--- src/rtl/ex_mem_reg_if.sv ---
// EX/MEM pipeline register bundle: EX-side results and stall/flush in, MEM-side fields and MADD/MSUB feedback out.
// master = EX stage / stall controller side, slave = the pipeline register itself.
interface ex_mem_reg_if #(
  parameter int REG_W   = 32,
  parameter int ADDR_W  = 5,
  parameter int ALUOP_W = 8,
  parameter int CNT_W   = 32
);
  logic                 stall_ex;
  logic                 stall_mem;
  logic                 flush;
  logic [ADDR_W-1:0]    ex_wd;
  logic                 ex_wreg;
  logic [REG_W-1:0]     ex_wdata;
  logic [REG_W-1:0]     ex_hi;
  logic [REG_W-1:0]     ex_lo;
  logic                 ex_enhilo;
  logic [ALUOP_W-1:0]   ex_aluop;
  logic [REG_W-1:0]     ex_mem_addr;
  logic [REG_W-1:0]     ex_reg2;
  logic [2*REG_W-1:0]   hilo_i;
  logic [1:0]           cnt_i;
  logic [ADDR_W-1:0]    mem_wd;
  logic                 mem_wreg;
  logic [REG_W-1:0]     mem_wdata;
  logic [REG_W-1:0]     mem_hi;
  logic [REG_W-1:0]     mem_lo;
  logic                 mem_enhilo;
  logic [ALUOP_W-1:0]   mem_aluop;
  logic [REG_W-1:0]     mem_mem_addr;
  logic [REG_W-1:0]     mem_reg2;
  logic [2*REG_W-1:0]   hilo_o;
  logic [1:0]           cnt_o;
  logic [CNT_W-1:0]     bubble_cnt;

  modport master (
    output stall_ex, stall_mem, flush, ex_wd, ex_wreg, ex_wdata, ex_hi, ex_lo,
           ex_enhilo, ex_aluop, ex_mem_addr, ex_reg2, hilo_i, cnt_i,
    input  mem_wd, mem_wreg, mem_wdata, mem_hi, mem_lo, mem_enhilo, mem_aluop,
           mem_mem_addr, mem_reg2, hilo_o, cnt_o, bubble_cnt
  );

  modport slave (
    input  stall_ex, stall_mem, flush, ex_wd, ex_wreg, ex_wdata, ex_hi, ex_lo,
           ex_enhilo, ex_aluop, ex_mem_addr, ex_reg2, hilo_i, cnt_i,
    output mem_wd, mem_wreg, mem_wdata, mem_hi, mem_lo, mem_enhilo, mem_aluop,
           mem_mem_addr, mem_reg2, hilo_o, cnt_o, bubble_cnt
  );
endinterface

--- src/rtl/ex_mem_reg.sv ---
// EX->MEM pipeline register: 1-cycle latency; flush > bubble > advance > hold priority,
// holds everything when both stages stall, and returns the MADD/MSUB partial result to EX during a bubble.
module ex_mem_reg #(
  parameter int REG_W   = 32,
  parameter int ADDR_W  = 5,
  parameter int ALUOP_W = 8,
  parameter int CNT_W   = 32
) (
  input logic         clk,
  input logic         rst,
  ex_mem_reg_if.slave bus
);

  typedef struct packed {
    logic [ADDR_W-1:0]  wd;
    logic               wreg;
    logic [REG_W-1:0]   wdata;
    logic [REG_W-1:0]   hi;
    logic [REG_W-1:0]   lo;
    logic               enhilo;
    logic [ALUOP_W-1:0] aluop;
    logic [REG_W-1:0]   mem_addr;
    logic [REG_W-1:0]   reg2;
  } stage_t;

  stage_t             ex_stage;
  stage_t             stage_q;
  logic [2*REG_W-1:0] hilo_q;
  logic [1:0]         cnt_q;
  logic [CNT_W-1:0]   bubble_q;
  logic               bubble;

  // r0 is hardwired to zero, so a write to it is dropped before it reaches MEM.
  always_comb begin
    ex_stage          = '0;
    ex_stage.wd       = bus.ex_wd;
    ex_stage.wreg     = bus.ex_wreg && (bus.ex_wd != '0);
    ex_stage.wdata    = bus.ex_wdata;
    ex_stage.hi       = bus.ex_hi;
    ex_stage.lo       = bus.ex_lo;
    ex_stage.enhilo   = bus.ex_enhilo;
    ex_stage.aluop    = bus.ex_aluop;
    ex_stage.mem_addr = bus.ex_mem_addr;
    ex_stage.reg2     = bus.ex_reg2;
  end

  assign bubble = bus.stall_ex && !bus.stall_mem;

  // stall_ex=0 with stall_mem=1 never comes from the stall controller; it falls into the advance branch.
  always_ff @(posedge clk or negedge rst) begin
    if (!rst) begin
      stage_q  <= '0;
      hilo_q   <= '0;
      cnt_q    <= '0;
      bubble_q <= '0;
    end else if (bus.flush) begin
      stage_q  <= '0;
      hilo_q   <= '0;
      cnt_q    <= '0;
    end else if (bubble) begin
      stage_q  <= '0;
      hilo_q   <= bus.hilo_i;
      cnt_q    <= bus.cnt_i;
      if (bubble_q != '1) begin
        bubble_q <= bubble_q + 1'b1;
      end
    end else if (!bus.stall_ex) begin
      stage_q  <= ex_stage;
      hilo_q   <= '0;
      cnt_q    <= '0;
    end
  end

  assign bus.mem_wd       = stage_q.wd;
  assign bus.mem_wreg     = stage_q.wreg;
  assign bus.mem_wdata    = stage_q.wdata;
  assign bus.mem_hi       = stage_q.hi;
  assign bus.mem_lo       = stage_q.lo;
  assign bus.mem_enhilo   = stage_q.enhilo;
  assign bus.mem_aluop    = stage_q.aluop;
  assign bus.mem_mem_addr = stage_q.mem_addr;
  assign bus.mem_reg2     = stage_q.reg2;
  assign bus.hilo_o       = hilo_q;
  assign bus.cnt_o        = cnt_q;
  assign bus.bubble_cnt   = bubble_q;

endmodule

--- src/flat_wrapper.sv ---
// flat-port wrapper written by rule: the top's interface ports become plain ports
module ex_mem_reg_flat 
#(
  parameter int REG_W   = 32,
  parameter int ADDR_W  = 5,
  parameter int ALUOP_W = 8,
  parameter int CNT_W   = 32
)
  (clk, rst, bus_stall_ex, bus_stall_mem, bus_flush, bus_ex_wd, bus_ex_wreg, bus_ex_wdata, bus_ex_hi, bus_ex_lo, bus_ex_enhilo, bus_ex_aluop, bus_ex_mem_addr, bus_ex_reg2, bus_hilo_i, bus_cnt_i, bus_mem_wd, bus_mem_wreg, bus_mem_wdata, bus_mem_hi, bus_mem_lo, bus_mem_enhilo, bus_mem_aluop, bus_mem_mem_addr, bus_mem_reg2, bus_hilo_o, bus_cnt_o, bus_bubble_cnt);
  ex_mem_reg_if #(.REG_W(REG_W), .ADDR_W(ADDR_W), .ALUOP_W(ALUOP_W), .CNT_W(CNT_W)) bus_i ();
  input logic clk;
  input logic rst;
  input wire logic [$bits(bus_i.stall_ex)-1:0] bus_stall_ex;
  input wire logic [$bits(bus_i.stall_mem)-1:0] bus_stall_mem;
  input wire logic [$bits(bus_i.flush)-1:0] bus_flush;
  input wire logic [$bits(bus_i.ex_wd)-1:0] bus_ex_wd;
  input wire logic [$bits(bus_i.ex_wreg)-1:0] bus_ex_wreg;
  input wire logic [$bits(bus_i.ex_wdata)-1:0] bus_ex_wdata;
  input wire logic [$bits(bus_i.ex_hi)-1:0] bus_ex_hi;
  input wire logic [$bits(bus_i.ex_lo)-1:0] bus_ex_lo;
  input wire logic [$bits(bus_i.ex_enhilo)-1:0] bus_ex_enhilo;
  input wire logic [$bits(bus_i.ex_aluop)-1:0] bus_ex_aluop;
  input wire logic [$bits(bus_i.ex_mem_addr)-1:0] bus_ex_mem_addr;
  input wire logic [$bits(bus_i.ex_reg2)-1:0] bus_ex_reg2;
  input wire logic [$bits(bus_i.hilo_i)-1:0] bus_hilo_i;
  input wire logic [$bits(bus_i.cnt_i)-1:0] bus_cnt_i;
  output wire logic [$bits(bus_i.mem_wd)-1:0] bus_mem_wd;
  output wire logic [$bits(bus_i.mem_wreg)-1:0] bus_mem_wreg;
  output wire logic [$bits(bus_i.mem_wdata)-1:0] bus_mem_wdata;
  output wire logic [$bits(bus_i.mem_hi)-1:0] bus_mem_hi;
  output wire logic [$bits(bus_i.mem_lo)-1:0] bus_mem_lo;
  output wire logic [$bits(bus_i.mem_enhilo)-1:0] bus_mem_enhilo;
  output wire logic [$bits(bus_i.mem_aluop)-1:0] bus_mem_aluop;
  output wire logic [$bits(bus_i.mem_mem_addr)-1:0] bus_mem_mem_addr;
  output wire logic [$bits(bus_i.mem_reg2)-1:0] bus_mem_reg2;
  output wire logic [$bits(bus_i.hilo_o)-1:0] bus_hilo_o;
  output wire logic [$bits(bus_i.cnt_o)-1:0] bus_cnt_o;
  output wire logic [$bits(bus_i.bubble_cnt)-1:0] bus_bubble_cnt;
  assign bus_i.stall_ex = bus_stall_ex;
  assign bus_i.stall_mem = bus_stall_mem;
  assign bus_i.flush = bus_flush;
  assign bus_i.ex_wd = bus_ex_wd;
  assign bus_i.ex_wreg = bus_ex_wreg;
  assign bus_i.ex_wdata = bus_ex_wdata;
  assign bus_i.ex_hi = bus_ex_hi;
  assign bus_i.ex_lo = bus_ex_lo;
  assign bus_i.ex_enhilo = bus_ex_enhilo;
  assign bus_i.ex_aluop = bus_ex_aluop;
  assign bus_i.ex_mem_addr = bus_ex_mem_addr;
  assign bus_i.ex_reg2 = bus_ex_reg2;
  assign bus_i.hilo_i = bus_hilo_i;
  assign bus_i.cnt_i = bus_cnt_i;
  assign bus_mem_wd = bus_i.mem_wd;
  assign bus_mem_wreg = bus_i.mem_wreg;
  assign bus_mem_wdata = bus_i.mem_wdata;
  assign bus_mem_hi = bus_i.mem_hi;
  assign bus_mem_lo = bus_i.mem_lo;
  assign bus_mem_enhilo = bus_i.mem_enhilo;
  assign bus_mem_aluop = bus_i.mem_aluop;
  assign bus_mem_mem_addr = bus_i.mem_mem_addr;
  assign bus_mem_reg2 = bus_i.mem_reg2;
  assign bus_hilo_o = bus_i.hilo_o;
  assign bus_cnt_o = bus_i.cnt_o;
  assign bus_bubble_cnt = bus_i.bubble_cnt;
  ex_mem_reg #(.REG_W(REG_W), .ADDR_W(ADDR_W), .ALUOP_W(ALUOP_W), .CNT_W(CNT_W)) u_core (.clk(clk), .rst(rst), .bus(bus_i));
endmodule
--- config.mk ---
export PLATFORM = sky130hd
export DESIGN_NAME = ex_mem_reg_flat
export DESIGN_NICKNAME = d
export VERILOG_FILES = /design/src/rtl/ex_mem_reg_if.sv /design/src/rtl/ex_mem_reg.sv /design/src/flat_wrapper.sv
export SDC_FILE = /design/constraint.sdc
export NUM_CORES = 1
export LEC_CHECK = 0
export CORE_AREA = 2 2 203 205
export DETAILED_ROUTE_END_ITERATION = 6
export DIE_AREA = 0 0 205 207
export DONT_BUFFER_PORTS = 1
export HOLD_SLACK_MARGIN = 0.15
export MAX_ROUTING_LAYER = met4
export PLACE_DENSITY_LB_ADDON = 0.05
export SKIP_LAST_GASP = 1
export SLEW_MARGIN = 20
export SYNTH_ARGS = -nofsm -noshare
export SYNTH_HDL_FRONTEND = slang
export SYNTH_SLANG_ARGS = --single-unit
--- constraint.sdc ---
create_clock -name clk -period 2.5 [get_ports clk]
set_input_delay 0.375 -clock clk [delete_from_list [all_inputs] [get_ports clk]]
set_output_delay 0.375 -clock clk [all_outputs]
set_load 0.02 [all_outputs]
==> results by group, run 1 <==
Run status
  – Status: did not finish
  – Last stage: clock tree synthesis
  – Stop err: [ERROR RSZ-0060] Max buffer count reached.

Synth
  – Net Count, Synth: 926
  – Avg Cell Area, Syn: 14.7 um^2
  – Post-Synthesis Cells: 679
  – YS warnings: 0
  – Sequential share of the synthesized area: 68.6%
  – Post-Syn Area: 9960 um^2
  – Post-synth cell types: 31
  – Yosys reg bits: 273

Clock tree
  – Clock root buffer: clkbuf_16
  – Post-cts resize count: 0
  – Post-CTS Setup Inserts: 0
  – Max Root-Sink Buffers: 3
  – Num Clock Sinks: 273
  – Hold_buf cts: 249
  – H-Tree Depth: 2
  – CTS buffer count: 34

Place
  – Post-DP HPWL: 23,100 um
  – Routability cong.: 0.812
  – Dpl cells: 1,180
  – # port buffers: 0

Die
  – Initial Utilization: 24.7%
  – Die Span X: 205 um
  – Row count: 74
  – Io pins: 519
  – Die Height: 207 um
-- logic make-up after synthesis --
family | count (synthesis) | share of synthesized area (%)
adders and majority gates | 1 | 0.126
DFF | 273 | 68.6
buffers and inverters | 56 | 2.12
and+or+nand+nor | 69 | 4.11
xor gates and xnor gates | 30 | 2.64
AOI/OAI and AO/OA | 249 | 22.2
muxes | 1 | 0.151
-- metrics by stage --
step / instance area [um^2] / worst slack, ns
floorplan: 9960 / 0.527
global placement: 10700 / 0.350
detailed placement: 10700 / 0.343
-- cell usage after synthesis (all sizes together) --
cell / n / area [um^2]
clkbuf: 43 / 161
dfrtp: 273 / 6830
xor2: 4 / 35.0
mux2: 1 / 15.0
and2: 6 / 37.5
nor2: 5 / 18.8
nand4: 12 / 75.1
inv: 1 / 3.75
buf: 12 / 46.3
nor2b: 3 / 18.8
nand3: 14 / 75.1
nand2b: 1 / 6.26
nor3: 3 / 26.3
nor3b: 1 / 7.51
a31oi: 1 / 12.5
a2111oi: 2 / 55.1
nor4: 1 / 21.3
a21oi: 3 / 15.0
a211oi: 1 / 7.51
ha: 1 / 12.5
a21boi: 1 / 11.3
nand2: 12 / 45.0
a32o: 1 / 10.0
and4: 2 / 17.5
xnor2: 26 / 228
and3: 8 / 50.1
and4b: 1 / 10.0
a22o: 240 / 2100
==> run 2: changes to the inputs <==
Settings changed: CORE_AREA 2 2 203 205 to default, CORE_UTILIZATION from default to 25, DIE_AREA 0 0 205 207 to default, HOLD_SLACK_MARGIN 0.15 to default, MAX_ROUTING_LAYER met4 to default, PLACE_DENSITY_LB_ADDON 0.05 to 0.15.
==> run 2 against run 1 <==
Effect of this change:
- the flow now finishes, with violations (hold timing)
- synthesized area did not move
- synthesized cell count did not move
==> results by group, run 2 <==
Layout
  – Count of non-filler cells in the finished layout: 1,459
  – Fraction of layout cells with a size suffix above 1: 8.42%
  – Most common cell after layout, fill and taps aside: dfrtp_1
  – Area delta synth->final: 41.4%
  – Max FFs per register: 64
  – Fin util: 36.2%
  – Leading cell types in the layout, fill and taps excluded: dfrtp_1 (273), dlygate4sd3_1 (241), a22o_1 (240), clkbuf_16 (31), xnor2_1 (26)
  – Final net count: 1,168

Route
  – Via-to-Cell Ratio: 4.89
  – Residual DRC: 0
  – DRT Pass-1 Iters: 5
  – Via count: 7,129
  – Routed len/inst: 21.8 um
  – Routed Antenna Nets: 0
  – Total wire length: 31,800 um
  – DRT iter0 DRCs: 380

Worst setup path
  – R2R Setup Slk: 0.36 ns
  – Slowest CP cell: dfrtp_1
  – Setup crit end: u_core.bus.bubble_cnt[6]
  – Startpoint Class: register
  – CP max FO: 14
  – Critical path launch point: u_core.bus.bubble_cnt[3]
  – R2R Path Start: u_core.bus.bubble_cnt[3]
  – Crit-path max cell delay: 0.60 ns
  – R2R cell count: 5
  – Crit path DAT: 2.59 ns
  – Crit end category: register
  – R2R Path End: u_core.bus.bubble_cnt[6]
  – Critical Setup Path Class: reg2reg
  – Crit-path cells: nand4_1, nor3_4, a31oi_2, nand4_1, xnor2_1
  – CP required: 2.95 ns
  – Top cell by count, worst path: nand4_1

Die
  – Die Height: 202 um (-2.6%)
  – Die Span X: 202 um (-1.7%)
  – Core area: 38,900 um^2
  – Row count: 72 (-2.7%)
  – Initial Utilization: 25.6% (+0.92 points)
  – Io pins: 519 (unchanged)
  – Die Area: 40,600 um^2

STA
  – Relative slew slack: 44.6%
  – Post-layout min period: 2.14 ns
  – Final Skew: 0.00945 ns
  – Endpoints failing hold: 273
  – Hold slack: -0.477 ns
  – FMAX: 468 MHz
  – Total negative slack: 0 ns
  – Final Max Tran Viols: 0
  – Worst Tran Pin Value: 0.829 ns
  – RSZ-0062 raised after global routing: no
  – Tcrit/Tclk final: 85.4%
  – Final setup fails: 0

Power and ir drop
  – Power, Total: 0.0103 W
  – Max rail drop VDD: 0.431 mV
  – Pwr per Cell Area: 733 nW/um^2
  – P_leak: 6.48 nW

Synth
  – Synth top area share: 68.6% (unchanged)
  – Dominant cell type by area after synthesis: dfrtp_1
  – Commonest cells in the netlist: dfrtp_1 (273), a22o_1 (240), clkbuf_1 (43), xnor2_1 (26), nand3_1 (13)
  – Area contributors post-synth: dfrtp_1 (69%), a22o_1 (21%), xnor2_1 (2.3%)
  – Sequential share of the synthesized area: 68.6% (unchanged)
  – Post-Synthesis Cells: 679 (unchanged)
  – Yosys reg bits: 273 (unchanged)
  – Net Count, Synth: 926 (unchanged)
  – Post-synth EDFFs: 0 (unchanged)
  – Most numerous cell in the Yosys netlist: dfrtp_1
  – Avg Cell Area, Syn: 14.7 um^2 (unchanged)
  – Synth Flop Type: dfrtp_1
  – YS warnings: 0 (unchanged)
  – Ys async rst share: 100% (unchanged)
  – Post-synth cell types: 31 (unchanged)
  – Post-Syn Area: 9960 um^2 (unchanged)

Place
  – # port buffers: 0 (unchanged)
  – Post-DP HPWL: 21,500 um (-6.8%)
  – Routability cong.: 0.828 (+2.0%)
  – Dpl cells: 1,166 (-1.2%)

Clock tree
  – CTS buffer count: 30 (-12%)
  – Post-CTS Setup Inserts: 0 (unchanged)
  – CTS tree: done
  – Clk_lat worst skew: 0.55 ns
  – H-Tree Depth: 1 (-1)
  – Clock root buffer: clkbuf_16
  – Post-cts resize count: 0 (unchanged)
  – Num Clock Sinks: 273 (unchanged)
  – Hold_buf cts: 241 (-3.2%)
  – Clk slew on worst S/H paths: 0.06 ns
  – Max Root-Sink Buffers: 3 (unchanged)

Job
  – MaxCap Viol Count: 0

GRT
  – Total track usage: 15.1%
  – Largest net degree at the start of global routing: 274
  – GRT Residual Overflow: 0
  – Number of global-route vias before repair: 7,780
  – First-pass GRT wire length: 48,100 um
  – Initial antenna violation count: 5

Run status
  – Status: finished with violations
  – Failing checks: hold timing

Worst hold path
  – Worst Hold Class: in2async
==> run 2: cell counts after synthesis <==
Identical to the previous run, type by type.
==> run 2: per-stage QoR <==
stage	cell area [um^2]	setup slack, ns	hold slack (ns)
finish	14100	0.365	-0.477
global route	14100	0.112	-0.518
detailed placement	10700	0.351	0.0858
global placement	10700	0.392	0.0855
floorplan	9960	0.527	0.0794
CTS	14100	0.344	-0.503
==> run 2: worst min-delay path by stage <==
stage                     slack [ns]                           to  depth (start not counted)  start
after floorplan                 0.08     u_core.bus.bubble_cnt[0]                          0    rst
after global placement          0.09  u_core.bus.mem_mem_addr[13]                          0    rst
after detailed placement        0.09  u_core.bus.mem_mem_addr[13]                          0    rst
after CTS                      -0.50      u_core.bus.mem_aluop[6]                          0    rst
after global routing           -0.52  u_core.bus.mem_mem_addr[13]                          0    rst
final                          -0.48  u_core.bus.mem_mem_addr[13]                          0    rst
==> run 2: final cells by class <==
| type | instances | area [um^2] |
|---|---|---|
| antenna | 3 | 7.51 |
| multi-input combinational | 350 | 2940 |
| tap | 518 | 648 |
| inverter | 1 | 3.75 |
| fill | 3672 | 24800 |
| timing repair buffer | 265 | 2660 |
| clock inverter | 7 | 120 |
| clock buffer | 42 | 877 |
| sequential | 273 | 6830 |
==> run 2: power breakdown <==
group	internal, W	switching, W	total (W)	leakage (nW)
registers	0.00462	0.000457	0.00508	3.68
logic	0.000463	0.000329	0.000792	2.31
clock network	0.00273	0.00173	0.00445	0.486
total	0.00781	0.00251	0.0103	6.48
==> run 2: worst max-delay path: cells and delay by family, from the launching register on <==
kind,cells,cell delay [ns]
and+or+nand+nor,3,0.92
AOI/OAI and AO/OA,1,0.39
DFF,1,0.60
xor gates and xnor gates,1,0.14
==> run 2: metal layers <==
layer	vias to the layer above	global-route usage [%]	part of all wire (%)
li1	3079	-	-
met1	3548	16.7	36
met2	416	26.2	50
met3	82	4.71	9.1
met4	4	7.22	4.6
met5	-	0	0.085
==> run 2: cells by family (layout without fill, tap and decap cells) <==
group,count (synthesis),in the layout,synth area share (%)
buffers and inverters,56,315,2.12
xor gates and xnor gates,30,30,2.64
AOI/OAI and AO/OA,249,249,22.2
DFF,273,273,68.6
and+or+nand+nor,69,69,4.11
other,0,3,0
adders and majority gates,1,1,0.126
muxes,1,1,0.151
Note: power is estimated with default switching activity, not from simulation.
==> run 3: changes to the inputs <==
Settings changed: PLACE_DENSITY from default to 0.38, PLACE_DENSITY_LB_ADDON 0.15 to default.
==> run 3 against run 2 <==
Effect of this change:
- the flow still finishes with violations (hold timing)
- count of clock-buffer cells in the layout shrank 1
- sequential cell count is the same
- fmax is 0.90% lower
- cell area is 0.34% higher
- die area stayed put
- via count increased by 0.15%
- wire length fell by 1.9%
- sequential share of layout area shrank 0.16 points
- clock power up 8.3%
- power rose by 3.4%
- first-iteration DRC count increased by 13%
- sequential power is essentially flat
- largest power group unchanged
==> results by group, run 3 (synthesized netlist as in run 2, its figures left out) <==
Run status
  – Status: finished with violations
  – Failing checks: hold timing

Place
  – Post-DP HPWL: 20,700 um (-3.8%)
  – Worst slack at placement: 0.359 ns (+0.00755 ns)
  – Area after DPL: 10,600 um^2 (-0.56%)
  – Routability cong.: 0.810 (-2.2%)
  – # port buffers: 0 (unchanged)
  – Dpl cells: 1,158 (-0.69%)

Route
  – Via count: 7,140 (+0.15%)
  – Routed len/inst: 21.4 um (-1.9%)
  – DRT iter0 DRCs: 428 (+13%)
  – Residual DRC: 0 (unchanged)
  – Via-to-Cell Ratio: 4.89 (+0.15%)
  – Total wire length: 31,200 um (-1.9%)
  – Routed Antenna Nets: 0 (unchanged)
  – DRT Pass-1 Iters: 4 (-1)

STA
  – Setup WS post-layout: 0.345 ns (-0.0193 ns)
  – RSZ-0062 raised after global routing: no
  – Tcrit/Tclk final: 86.2% (+0.77 points)
  – FMAX: 464 MHz (-0.90%)
  – Hold slack: -0.488 ns (-0.0108 ns)
  – Worst Tran Pin Value: 0.745 ns (-0.0844 ns)
  – Endpoints failing hold: 273 (unchanged)
  – Post-layout min period: 2.15 ns (+0.0193 ns)
  – Total negative slack: 0 ns (unchanged)
  – Final Max Tran Viols: 0 (unchanged)
  – Relative slew slack: 50.2% (+5.6 points)
  – Final setup fails: 0 (unchanged)
  – Final Skew: 0.00329 ns (-0.00616 ns)

Clock tree
  – Clk_lat worst skew: 0.57 ns (+0.02 ns)
  – Clk slew on worst S/H paths: 0.06 ns (about the same)
  – Max Root-Sink Buffers: 3 (unchanged)
  – Post-CTS Setup Inserts: 0 (unchanged)
  – Hold_buf cts: 241 (unchanged)
  – Clock root buffer: clkbuf_16
  – Num Clock Sinks: 273 (unchanged)
  – H-Tree Depth: 1 (unchanged)
  – Post-cts resize count: 0 (unchanged)
  – CTS tree: done
  – CTS buffer count: 31 (+3.3%)

Die
  – Core area: 38,900 um^2 (unchanged)
  – Die Span X: 202 um (unchanged)
  – Row count: 72 (unchanged)
  – Initial Utilization: 25.6% (unchanged)
  – Io pins: 519 (unchanged)
  – Die Area: 40,600 um^2 (unchanged)
  – Die Height: 202 um (unchanged)

Power and ir drop
  – Sequential Power Share: 47.5% (-1.7 points)
  – NetSw: 0.00261 W (+3.8%)
  – Combinational share of power: 7.3% (-0.4 points)
  – Sw frac: 24.4% (+0.088 points)
  – Pwr per Cell Area: 756 nW/um^2 (+3.1%)
  – Clock network power share: 45.2% (+2.1 points)
  – Max rail drop VDD: 0.555 mV (+29%)
  – Internal power: 0.00807 W (+3.3%)
  – P_leak: 6.49 nW (+0.17%)

Worst setup path
  – Crit-path cells: and4_1, and4_1, a31oi_2, nand4_1, xnor2_1
  – Crit end category: register
  – CP max FO: 14 (unchanged)
  – Top cell by count, worst path: and4_1
  – Startpoint Class: register
  – R2R Path Start: u_core.bus.bubble_cnt[9]
  – Crit-path max cell delay: 0.62 ns (+0.02 ns)
  – Slowest CP cell: a31oi_2
  – Critical path launch point: u_core.bus.bubble_cnt[9]
  – CP required: 2.94 ns (about the same)
  – Crit path DAT: 2.59 ns (about the same)
  – Critical Setup Path Class: reg2reg

Layout
  – Fraction of layout cells with a size suffix above 1: 8.73% (+0.31 points)
  – Leading cell types in the layout, fill and taps excluded: dfrtp_1 (273), dlygate4sd3_1 (241), a22o_1 (240), clkbuf_16 (31), xnor2_1 (26)
  – Area delta synth->final: 41.9%
  – FILL cells: 3,680 (+0.22%)
  – Most common cell after layout, fill and taps aside: dfrtp_1
  – Fin util: 36.3% (+0.12 points)
  – Register area: 6830 um^2 (unchanged)
  – Final net count: 1,161 (-0.60%)
  – Max FFs per register: 64 (unchanged)
  – Finished Cell Area: 14,100 um^2 (+0.34%)
  – Multi-input gate area in the final layout: 2940 um^2 (unchanged)
  – Count of non-filler cells in the finished layout: 1,459 (unchanged)

Job
  – MaxCap Viol Count: 0 (unchanged)

Worst hold path
  – Worst Hold Class: in2async

GRT
  – Total track usage: 14.7% (-0.35 points)
  – First-pass GRT wire length: 47,300 um (-1.8%)
  – Initial antenna violation count: 2 (-3)
  – Number of global-route vias before repair: 7,683 (-1.2%)
  – Largest net degree at the start of global routing: 274 (unchanged)
  – GRT Residual Overflow: 0 (unchanged)
[run 3: changes by cell type in the layout (fill, tap and decap cells not counted)]
cell and change:
bufinv_16 +2, clkinv_4 -1, clkbuf_1 -2, buf_4 -8
diode_2 -1, clkinv_2 +6, clkbuf_8 +1, clkinvlp_4 +3
[run 3: per-stage QoR]
| step | hold WS, ns | total power, W |
|---|---|---|
| final | -0.488 | 0.0107 |
| after global routing | -0.522 | 0.0111 |
| after CTS | -0.526 | 0.0108 |
| after detailed placement | 0.0858 | 0.00561 |
| after global placement | 0.0855 | 0.00560 |
| after floorplan | 0.0794 | 0.00539 |
[run 3: area by class of cell]
cell class / count / share of cell area [%]
Antenna cell: 2 / 0.0354
Clock buffer: 41 / 6.25
Clock inverter: 17 / 1.59
Inverter: 1 / 0.0266
Multi-Input combinational cell: 350 / 20.8
Sequential cell: 273 / 48.4
Tap cell: 518 / 4.59
Timing Repair Buffer: 257 / 18.4
[run 3: power by group through the flow]
stage	registers, W	clock network, W	logic [W]
3_3_place_gp	0.00516	0	0.000439
2_1_floorplan	0.00508	0	0.000304
3_5_place_dp	0.00515	0	0.000457
4_1_cts	0.00508	0.00497	0.000782
5_1_grt	0.00510	0.00518	0.000840
6_report	0.00507	0.00482	0.000779
[run 3: critical path, delay by kind of cell (launching register included)]
kind | cells | cell delay, ns
and+or+nand+nor | 3 | 0.74
AOI/OAI and AO/OA | 1 | 0.62
DFF | 1 | 0.50
xor gates and xnor gates | 1 | 0.17
[run 3: final timing paths]
check | end | slack, ns | cells after the start
hold reg to reg | u_core.bus.bubble_cnt[1] | 0.60 | 1
max in group asynchronous | u_core.bus.hilo_o[30] | 2.55 | 0
setup reg to reg | u_core.bus.bubble_cnt[6] | 0.35 | 5
min in group clk | u_core.bus.bubble_cnt[18] | 0.02 | 3
hold / removal | u_core.bus.mem_aluop[4] | -0.49 | 0
setup / recovery | u_core.bus.bubble_cnt[6] | 0.35 | 5
[run 3: metal layers]
| metal | global-route usage (%) | vias up | part of all wire (%) | wire [um] |
|---|---|---|---|---|
| met1 | 17.3 | 3620 | 39 | 12000 |
| met4 | 5.47 | 0 | 2.7 | 838 |
| li1 | - | 3067 | - | - |
| met3 | 4.03 | 52 | 8.3 | 2600 |
| met5 | 0 | - | 0 | 0 |
| met2 | 25.6 | 401 | 50 | 15700 |
==> run 4: changes to the inputs <==
Settings changed: RECOVER_POWER from default to 25.
==> results of run 4 <==
The final DEF is identical to that of run 3; final timing and power are the same.
